$ cat src/rtl/led_matrix_pkg.sv
// Shared constants and tile-bit mapping for the 4x4 LED matrix and keypad.
// A frame word uses the same layout as the keypad pad word.
package led_matrix_pkg;

    localparam int unsigned ROWS    = 4;
    localparam int unsigned COLS    = 4;
    localparam int unsigned FRAME_W = 16;

    localparam int unsigned ROW_W = $clog2(ROWS);
    localparam int unsigned COL_W = $clog2(COLS);
    localparam int unsigned BIT_W = $clog2(FRAME_W);

    typedef logic [ROW_W-1:0] row_idx_t;
    typedef logic [COL_W-1:0] col_idx_t;
    typedef logic [BIT_W-1:0] bit_idx_t;

    // Row 0 occupies the top nibble, and column 0 is the MSB of each nibble.
    function automatic bit_idx_t tile_bit(input row_idx_t row, input col_idx_t col);
        return bit_idx_t'(FRAME_W - 1) - bit_idx_t'(COLS) * bit_idx_t'(row) - bit_idx_t'(col);
    endfunction

endpackage

$ cat src/rtl/row_timer.sv
// Row slot timer: this module counts cycles within a row slot and steps the scanned row.
// It also flags the blanking phase, the end of each slot, and the end of each frame.
module row_timer
    import led_matrix_pkg::*;
#(
    parameter int unsigned ROW_CYCLES   = 125000,
    parameter int unsigned BLANK_CYCLES = 500
) (
    input  logic     clk_i,
    input  logic     reset_i,
    output row_idx_t row_o,
    output logic     blank_c,
    output logic     row_end_c,
    output logic     frame_end_c
);

    localparam int unsigned CNT_W = (ROW_CYCLES > 1) ? $clog2(ROW_CYCLES) : 1;

    logic [CNT_W-1:0] cnt_q, cnt_d;
    row_idx_t         row_q, row_d;

    always_comb begin
        row_end_c   = (cnt_q == CNT_W'(ROW_CYCLES - 1));
        blank_c     = (cnt_q < CNT_W'(BLANK_CYCLES));
        frame_end_c = row_end_c && (row_q == row_idx_t'(ROWS - 1));
        cnt_d       = row_end_c ? '0 : cnt_q + CNT_W'(1);
        row_d       = row_end_c ? row_q + row_idx_t'(1) : row_q;
    end

    always_ff @(posedge clk_i) begin
        if (reset_i) begin
            cnt_q <= '0;
            row_q <= '0;
        end else begin
            cnt_q <= cnt_d;
            row_q <= row_d;
        end
    end

    assign row_o = row_q;

endmodule

$ cat src/rtl/led_matrix_driver.sv
// Time-multiplexed 4x4 LED matrix driver with a double-buffered frame input.
// The buffers swap only at the frame boundary, so a displayed frame never tears.
module led_matrix_driver
    import led_matrix_pkg::*;
#(
    parameter int unsigned ROW_CYCLES   = 125000,
    parameter int unsigned BLANK_CYCLES = 500
) (
    input  logic               CLOCK_50,
    input  logic               reset,
    input  logic               enable,
    input  logic [FRAME_W-1:0] frame_in,
    input  logic               frame_valid,
    output logic               frame_ready,
    output logic [ROWS-1:0]    rows,
    output logic [COLS-1:0]    cols,
    output logic               frame_start
);

    row_idx_t row;
    logic     blank;
    logic     frame_end;
    logic     unused_row_end;

    row_timer #(
        .ROW_CYCLES  (ROW_CYCLES),
        .BLANK_CYCLES(BLANK_CYCLES)
    ) u_row_timer (
        .clk_i      (CLOCK_50),
        .reset_i    (reset),
        .row_o      (row),
        .blank_c    (blank),
        .row_end_c  (unused_row_end),
        .frame_end_c(frame_end)
    );

    logic [ROWS-1:0]    rows_q, rows_d;
    logic [COLS-1:0]    cols_q, cols_d;
    logic               frame_start_q, frame_start_d;
    logic [FRAME_W-1:0] active_q, active_d;
    logic [FRAME_W-1:0] shadow_q, shadow_d;
    logic               shadow_full_q, shadow_full_d;

    // Next drive values. The matrix is dark while blanking or when disabled.
    always_comb begin
        rows_d = '1;
        cols_d = '0;
        if (!blank && enable) begin
            rows_d[row] = 1'b0;
            for (int c = 0; c < int'(COLS); c++) begin
                cols_d[c] = active_q[tile_bit(row, col_idx_t'(c))];
            end
        end
    end

    // Shadow/active buffering. A full shadow blocks accepts, so a swap and an accept never coincide.
    always_comb begin
        active_d      = active_q;
        shadow_d      = shadow_q;
        shadow_full_d = shadow_full_q;
        frame_start_d = frame_end;
        if (frame_end && shadow_full_q) begin
            active_d      = shadow_q;
            shadow_full_d = 1'b0;
        end else if (frame_valid && !shadow_full_q) begin
            shadow_d      = frame_in;
            shadow_full_d = 1'b1;
        end
    end

    always_ff @(posedge CLOCK_50) begin
        if (reset) begin
            rows_q        <= '1;
            cols_q        <= '0;
            frame_start_q <= 1'b0;
            active_q      <= '0;
            shadow_q      <= '0;
            shadow_full_q <= 1'b0;
        end else begin
            rows_q        <= rows_d;
            cols_q        <= cols_d;
            frame_start_q <= frame_start_d;
            active_q      <= active_d;
            shadow_q      <= shadow_d;
            shadow_full_q <= shadow_full_d;
        end
    end

    assign frame_ready = !shadow_full_q;
    assign rows        = rows_q;
    assign cols        = cols_q;
    assign frame_start = frame_start_q;

endmodule

$ cat config.mk
export PLATFORM = sky130hd
export DESIGN_NAME = led_matrix_driver
export DESIGN_NICKNAME = d
export VERILOG_FILES = /design/src/rtl/led_matrix_pkg.sv /design/src/rtl/row_timer.sv /design/src/rtl/led_matrix_driver.sv
export SDC_FILE = /design/constraint.sdc
export NUM_CORES = 1
export LEC_CHECK = 0
export CORE_MARGIN = 1.5
export CORE_UTILIZATION = 49
export DETAILED_ROUTE_END_ITERATION = 6
export HOLD_SLACK_MARGIN = 0.02
export PLACE_DENSITY = 0.74
export SETUP_SLACK_MARGIN = 0.15
export SLEW_MARGIN = 20
export SYNTH_ARGS = -nofsm -noshare
export SYNTH_HDL_FRONTEND = slang
export SYNTH_SLANG_ARGS = --single-unit
$ cat constraint.sdc
create_clock -name CLOCK_50 -period 1.9 [get_ports CLOCK_50]
set_input_delay 0.285 -clock CLOCK_50 [delete_from_list [all_inputs] [get_ports CLOCK_50]]
set_output_delay 0.285 -clock CLOCK_50 [all_outputs]
set_load 0.03 [all_outputs]
### Word-level counts from Yosys, hierarchy flattened

Cells that the tools add are included.

| word-level totals | value |
|---|---|
| word-level logic and storage cells | 47 |
| output and inout port bits | 10 |
| bits of input ports | 20 |
| flip-flop bits (word level) | 61 |

| operators by class | value |
|---|---|
| reduce and logical (&&, ||, !) cells | 11 |
| add/subtract/negate cells | 6 |
| bitwise operators | 3 |
| mux-type cells | 10 |
| order comparisons | 7 |
| equal/unequal tests | 2 |

Operator list:

| cell | number |
|---|---|
| $lt 4x5->1 const B | 4 |
| $add 17x1->17 const B | 1 |
| $eq 17x17->1 const B | 1 |
| $lt 17x9->1 const B | 1 |
| $bmux 1 s4 | 4 |
| $sub 4x2->4 const B | 2 |
| $reduce_or 2->1 | 3 |
| $logic_and 1x1->1 | 5 |
| $mux 1 | 5 |
| $not 4->4 | 1 |
| $sub 4x1->4 const B | 1 |
| $sub 4x4->4 const A | 1 |
| $lt 2x3->1 const B | 1 |
| $add 2x1->2 const B | 1 |
| $demux 1 s2 | 1 |
| $eq 2x2->1 const B | 1 |
| $ge 2x1->1 const B | 1 |
| $logic_not 1->1 | 2 |
| $not 1->1 | 2 |
| $reduce_and 2->1 | 1 |

### Depth between registers and ports, before layout

| logic depth | value |
|---|---|
| word-level depth | 5 |
| mapped depth | 7 |
| mapped depth without buffers | 5 |

### Cells and area by module

A second synthesis with hierarchy kept.

| unflattened totals | value |
|---|---|
| cells, all modules | 283 |
| area, all modules | 2409.8 µm² |

Modules (own cells, without submodules):

| module | cells each | sequential area each (µm²) | times used | area an instance (µm²) |
|---|---|---|---|---|
| led_matrix_driver | 179 | 840.8 | 1 | 1508.9 |
| row_timer | 104 | 380.4 | 1 | 900.9 |

### Worst setup path before layout

OpenSTA, ideal clock, no wires.

| path | value |
|---|---|
| path kind | flip-flop to flip-flop |
| start point | register u_row_timer.cnt_q[9] |
| end point | register u_row_timer.cnt_q[12] |
| path slack | 0.031 ns |
| data arrival time | 1.754 ns |
| clock period less this slack | 1.869 ns |
| library setup time | 0.115 ns |
| required time | 1.785 ns |
| cell stages (with the launch flop) | 7 |
| buffers on the path | 2 |
| path through | dfxtp_1 > or3_4 > or4_4 > buf_6 > o21ai_4 > buf_6 > nor2_1 |

| on the way | value |
|---|---|
| longest elaborated chain between the ends | 2 |
| elaborated cells between the ends (all ways) | 3 |
| classes of those cells | 1 x add/sub; 1 x eq/ne; 1 x reduce/logical |

RTL lines:

| what | line | source |
|---|---|---|
| start, declared | row_timer.sv:19 | `logic [CNT_W-1:0] cnt_q, cnt_d;` |
| start signal, assigned | row_timer.sv:35 | `cnt_q <= cnt_d;` |
| parallel branches: the longest is 2 deep, another holds $add 17x1->17 | n/a |  |

Parallel ways; which one is timed is not known.
A chain may end at the register's enable or synchronous reset.

### Worst setup path after layout

| path | value |
|---|---|
| start point | register u_row_timer.cnt_q[12] |
| end point | register active_q[11] |

| on the way | value |
|---|---|
| longest elaborated chain between the ends | 3 |

RTL lines:

| what | line | source |
|---|---|---|
| $eq 17x17->1 | row_timer.sv:23 | `row_end_c = (cnt_q == CNT_W'(ROW_CYCLES - 1));` |
| $logic_and 1x1->1 | row_timer.sv:25 | `frame_end_c = row_end_c && (row_q == row_idx_t'(ROWS - 1));` |
| $logic_and 1x1->1 | led_matrix_driver.sv:62 | `if (frame_end && shadow_full_q) begin` |
| end signal, assigned | led_matrix_driver.sv:83 | `active_q <= active_d;` |
| end, declared | led_matrix_driver.sv:40 | `logic [FRAME_W-1:0] active_q, active_d;` |

Every way passes these cells.

==> impl_metrics.json <==
{
  "run_status": "complete, no violations",
  "yosys.cell_types.count": 28,
  "die-height_microns": 74.46,
  "placed_cells": 380,
  "vias_per_cell": 5.309,
  "rsz0062_at_grt": "yes",
  "firstDrtPassIters": 4,
  "maxSlewViolCount": 0,
  "stdcell_count": 398,
  "yosysMostFrequentCell": "dfxtp_1",
  "post_drt_wl_per_cell_microns": 13.08,
  "grt_overflow": 0,
  "crit_path_start_kind": "flop",
  "crit_required_ns": 2.13,
  "yosysTopAreaCellShare_pct": 48.80,
  "antenna_cells": 0,
  "leakage_nw": 1.157,
  "dieArea_sq_um": 5544,
  "ctsHoldBuffers": 0,
  "post-route-period-util_pct": 94.21,
  "yosysTopAreaCell": "dfxtp_1",
  "yosysSeqAreaShare_pct": 48.80,
  "cts_max_path_buffers": 2,
  "register_area_sq_um": 1222,
  "synth_area_leaders": "dfxtp_1 49%, a21oi_1 7.0%, nand2_1 6.8%, nand4_1 5.3%, o21ai_0 3.8%",
  "tightest_slew_ns": 0.5717,
  "worstSetupEndpointType": "flop",
  "die_w_microns": 74.46,
  "place_ws_ns": 0.02869,
  "synth_area_sq_um": 2502,
  "syn_nets": 309,
  "clk_transition_reported_paths_ns": 0.07,
  "whs_ns": 0.4484,
  "finalSetupViolations": 0,
  "clk-insertion-delay-late_ns": 0.35,
  "hold_violations": 0,
  "worstPathCellList": "or3_4, or4_4, buf_16, o21ai_0, a21oi_1",
  "fin_skew_ns": 0.008911,
  "maxCapViolCount": 0,
  "grt_pass1_wl_mm": 8.825,
  "cts_buffers": 9,
  "first_global_vias": 1910,
  "critPathMaxFanout": 9,
  "start_util_pct": 51.95,
  "grt_usage_pct": 21.55,
  "power_w": 0.002857,
  "nNetsFinal": 351,
  "syn_to_final_growth_pct": 30.45,
  "cts_tree": "yes",
  "wl_mm": 5.204,
  "multiInputGateArea_sq_um": 1182,
  "io_buffers": 29,
  "num_rows": 25,
  "worstHoldPathType": "flop to flop",
  "drive_gt1_share_pct": 15.71,
  "vdd_ir_drop_max_mv": 0.5507,
  "async_flop_share_pct": 0,
  "relSlewSlack_pct": 61.80,
  "path_class": "flop to flop",
  "period_needed_ns": 1.790,
  "avgSynthCellArea_sq_um": 8.811,
  "critPathSlowestCell": "or4_4",
  "antenna_left": 0,
  "fmax_ghz": 0.5587,
  "core_sq_um": 4817,
  "grt_max_degree": 37,
  "synth_edf_count": 0,
  "p_per_area_nw_per_um2": 875.3,
  "critPathMaxStageDelay_ns": 0.56,
  "fillers": 402,
  "place.gp.congestion": 0.8205,
  "drcViolationCount": 0,
  "tns_ns": 0,
  "cts-root-buf": "clkbuf_8",
  "synth_common_cells": "61 x dfxtp_1, 45 x nand2_1, 35 x a21oi_1",
  "setup_slack_ns": 0.1100,
  "ys_warn_count": 0,
  "synth.ff_latch_count": 61,
  "h-tree-depth": 3,
  "antenna_found_initial": 0,
  "ios": 30,
  "num_vias": 2113,
  "hpwl_mm": 3.480,
  "ys.flop_type": "dfxtp_1",
  "cts_sinks": 61,
  "syn_inst": 284,
  "crit_arrival_ns": 2.02,
  "drtIter0Drc": 126
}
-- critical path, delay by kind of cell (launching register included) --
family | cells | cell delay (ns)
buffers and inverters | 1 | 0.18
flip-flops | 1 | 0.33
AO/OA/AOI/OAI | 2 | 0.24
AND/OR/NAND/NOR | 2 | 0.93
-- worst paths after layout --
path	from	to	slack, ns	cells past startpoint
setup / recovery	u_row_timer.cnt_q[12]$_SDFF_PP0_	active_q[11]$_SDFFE_PP0P_	0.11	5
hold / removal	u_row_timer.cnt_q[0]$_SDFF_PP0_	u_row_timer.cnt_q[0]$_SDFF_PP0_	0.45	1
setup reg to reg	u_row_timer.cnt_q[12]$_SDFF_PP0_	active_q[11]$_SDFFE_PP0P_	0.11	5
hold reg to reg	u_row_timer.cnt_q[0]$_SDFF_PP0_	u_row_timer.cnt_q[0]$_SDFF_PP0_	0.45	1
-- final cells by class --
type                            count  share of cell area, %
Timing Repair Buffer               50                  15.29
Sequential cell                    61                  37.45
Tap cell                           67                  2.568
Inverter                            8                 0.9199
Clock buffer                        9                  3.795
Multi-Input combinational cell    196                  36.22
Clock inverter                      7                  3.756
-- flip-flops by register name, summed over array words and instances, names as in the netlist --
name,flops
active_q,16
u_row_timer.row_o,2
u_row_timer.cnt_q,17
shadow_q,16
shadow_full_q,1
cols,4
frame_start,1
rows,4
-- per-layer routing --
metal	vias to the layer above	wire (microns)	track usage, %
met4	0	119	12.32
met3	10	297	5.285
li1	1078	-	-
met5	-	0	0
met2	60	2341	31.65
met1	965	2445	28.99
-- cell usage in the layout, fill, tap and decap left out, types with 2 or more instances in the layout --
| master | instances |
|---|---|
| ha_1 | 5 |
| nor2_1 | 21 |
| xor2_1 | 4 |
| and4_1 | 2 |
| xnor2_1 | 10 |
| buf_12 | 2 |
| clkdlybuf4s50_1 | 28 |
| o21ai_2 | 3 |
| o21ai_0 | 2 |
| nor3_1 | 5 |
| nor4_1 | 5 |
| a21oi_1 | 35 |
| bufinv_16 | 3 |
| mux4_2 | 4 |
| inv_1 | 8 |
| nand4_1 | 21 |
| dfxtp_1 | 60 |
| clkinvlp_4 | 2 |
| and2_1 | 5 |
| o21ai_1 | 14 |
| buf_4 | 17 |
| nand2_1 | 44 |
| clkbuf_8 | 9 |
| nand3_1 | 5 |
-- cells by family after synthesis --
group | share of synthesized area (%)
simple gates | 23.25
flops | 48.80
compound gates | 12.20
buf+inv | 4.750
xor+xnor | 4.900
fa+ha+maj | 2.500
mux | 3.600
-- power breakdown --
part           internal (W)  leakage [nW]  switching, W
sequential          0.00130         0.495     0.0000150
combinational     0.0000669         0.546     0.0000636
clock              0.000876         0.116      0.000531
-- through the flow --
| step | utilization [%] | instance area [sq um] |
|---|---|---|
| floorplan | - | 2504 |
| global placement | 61.25 | 2950 |
| detailed placement | 61.25 | 2950 |
| CTS | 67.48 | 3251 |
| global route | 67.77 | 3264 |
| finish | 67.77 | 3264 |
-- what timing repair did --
item                                    CTS  global route
setup buffers                             1             0
endpoints found under the setup margin   19            36
resized for setup                        12            15
gates cloned                              1             0
pin swaps                                 0             0
Power figures use the tool's default switching activity.
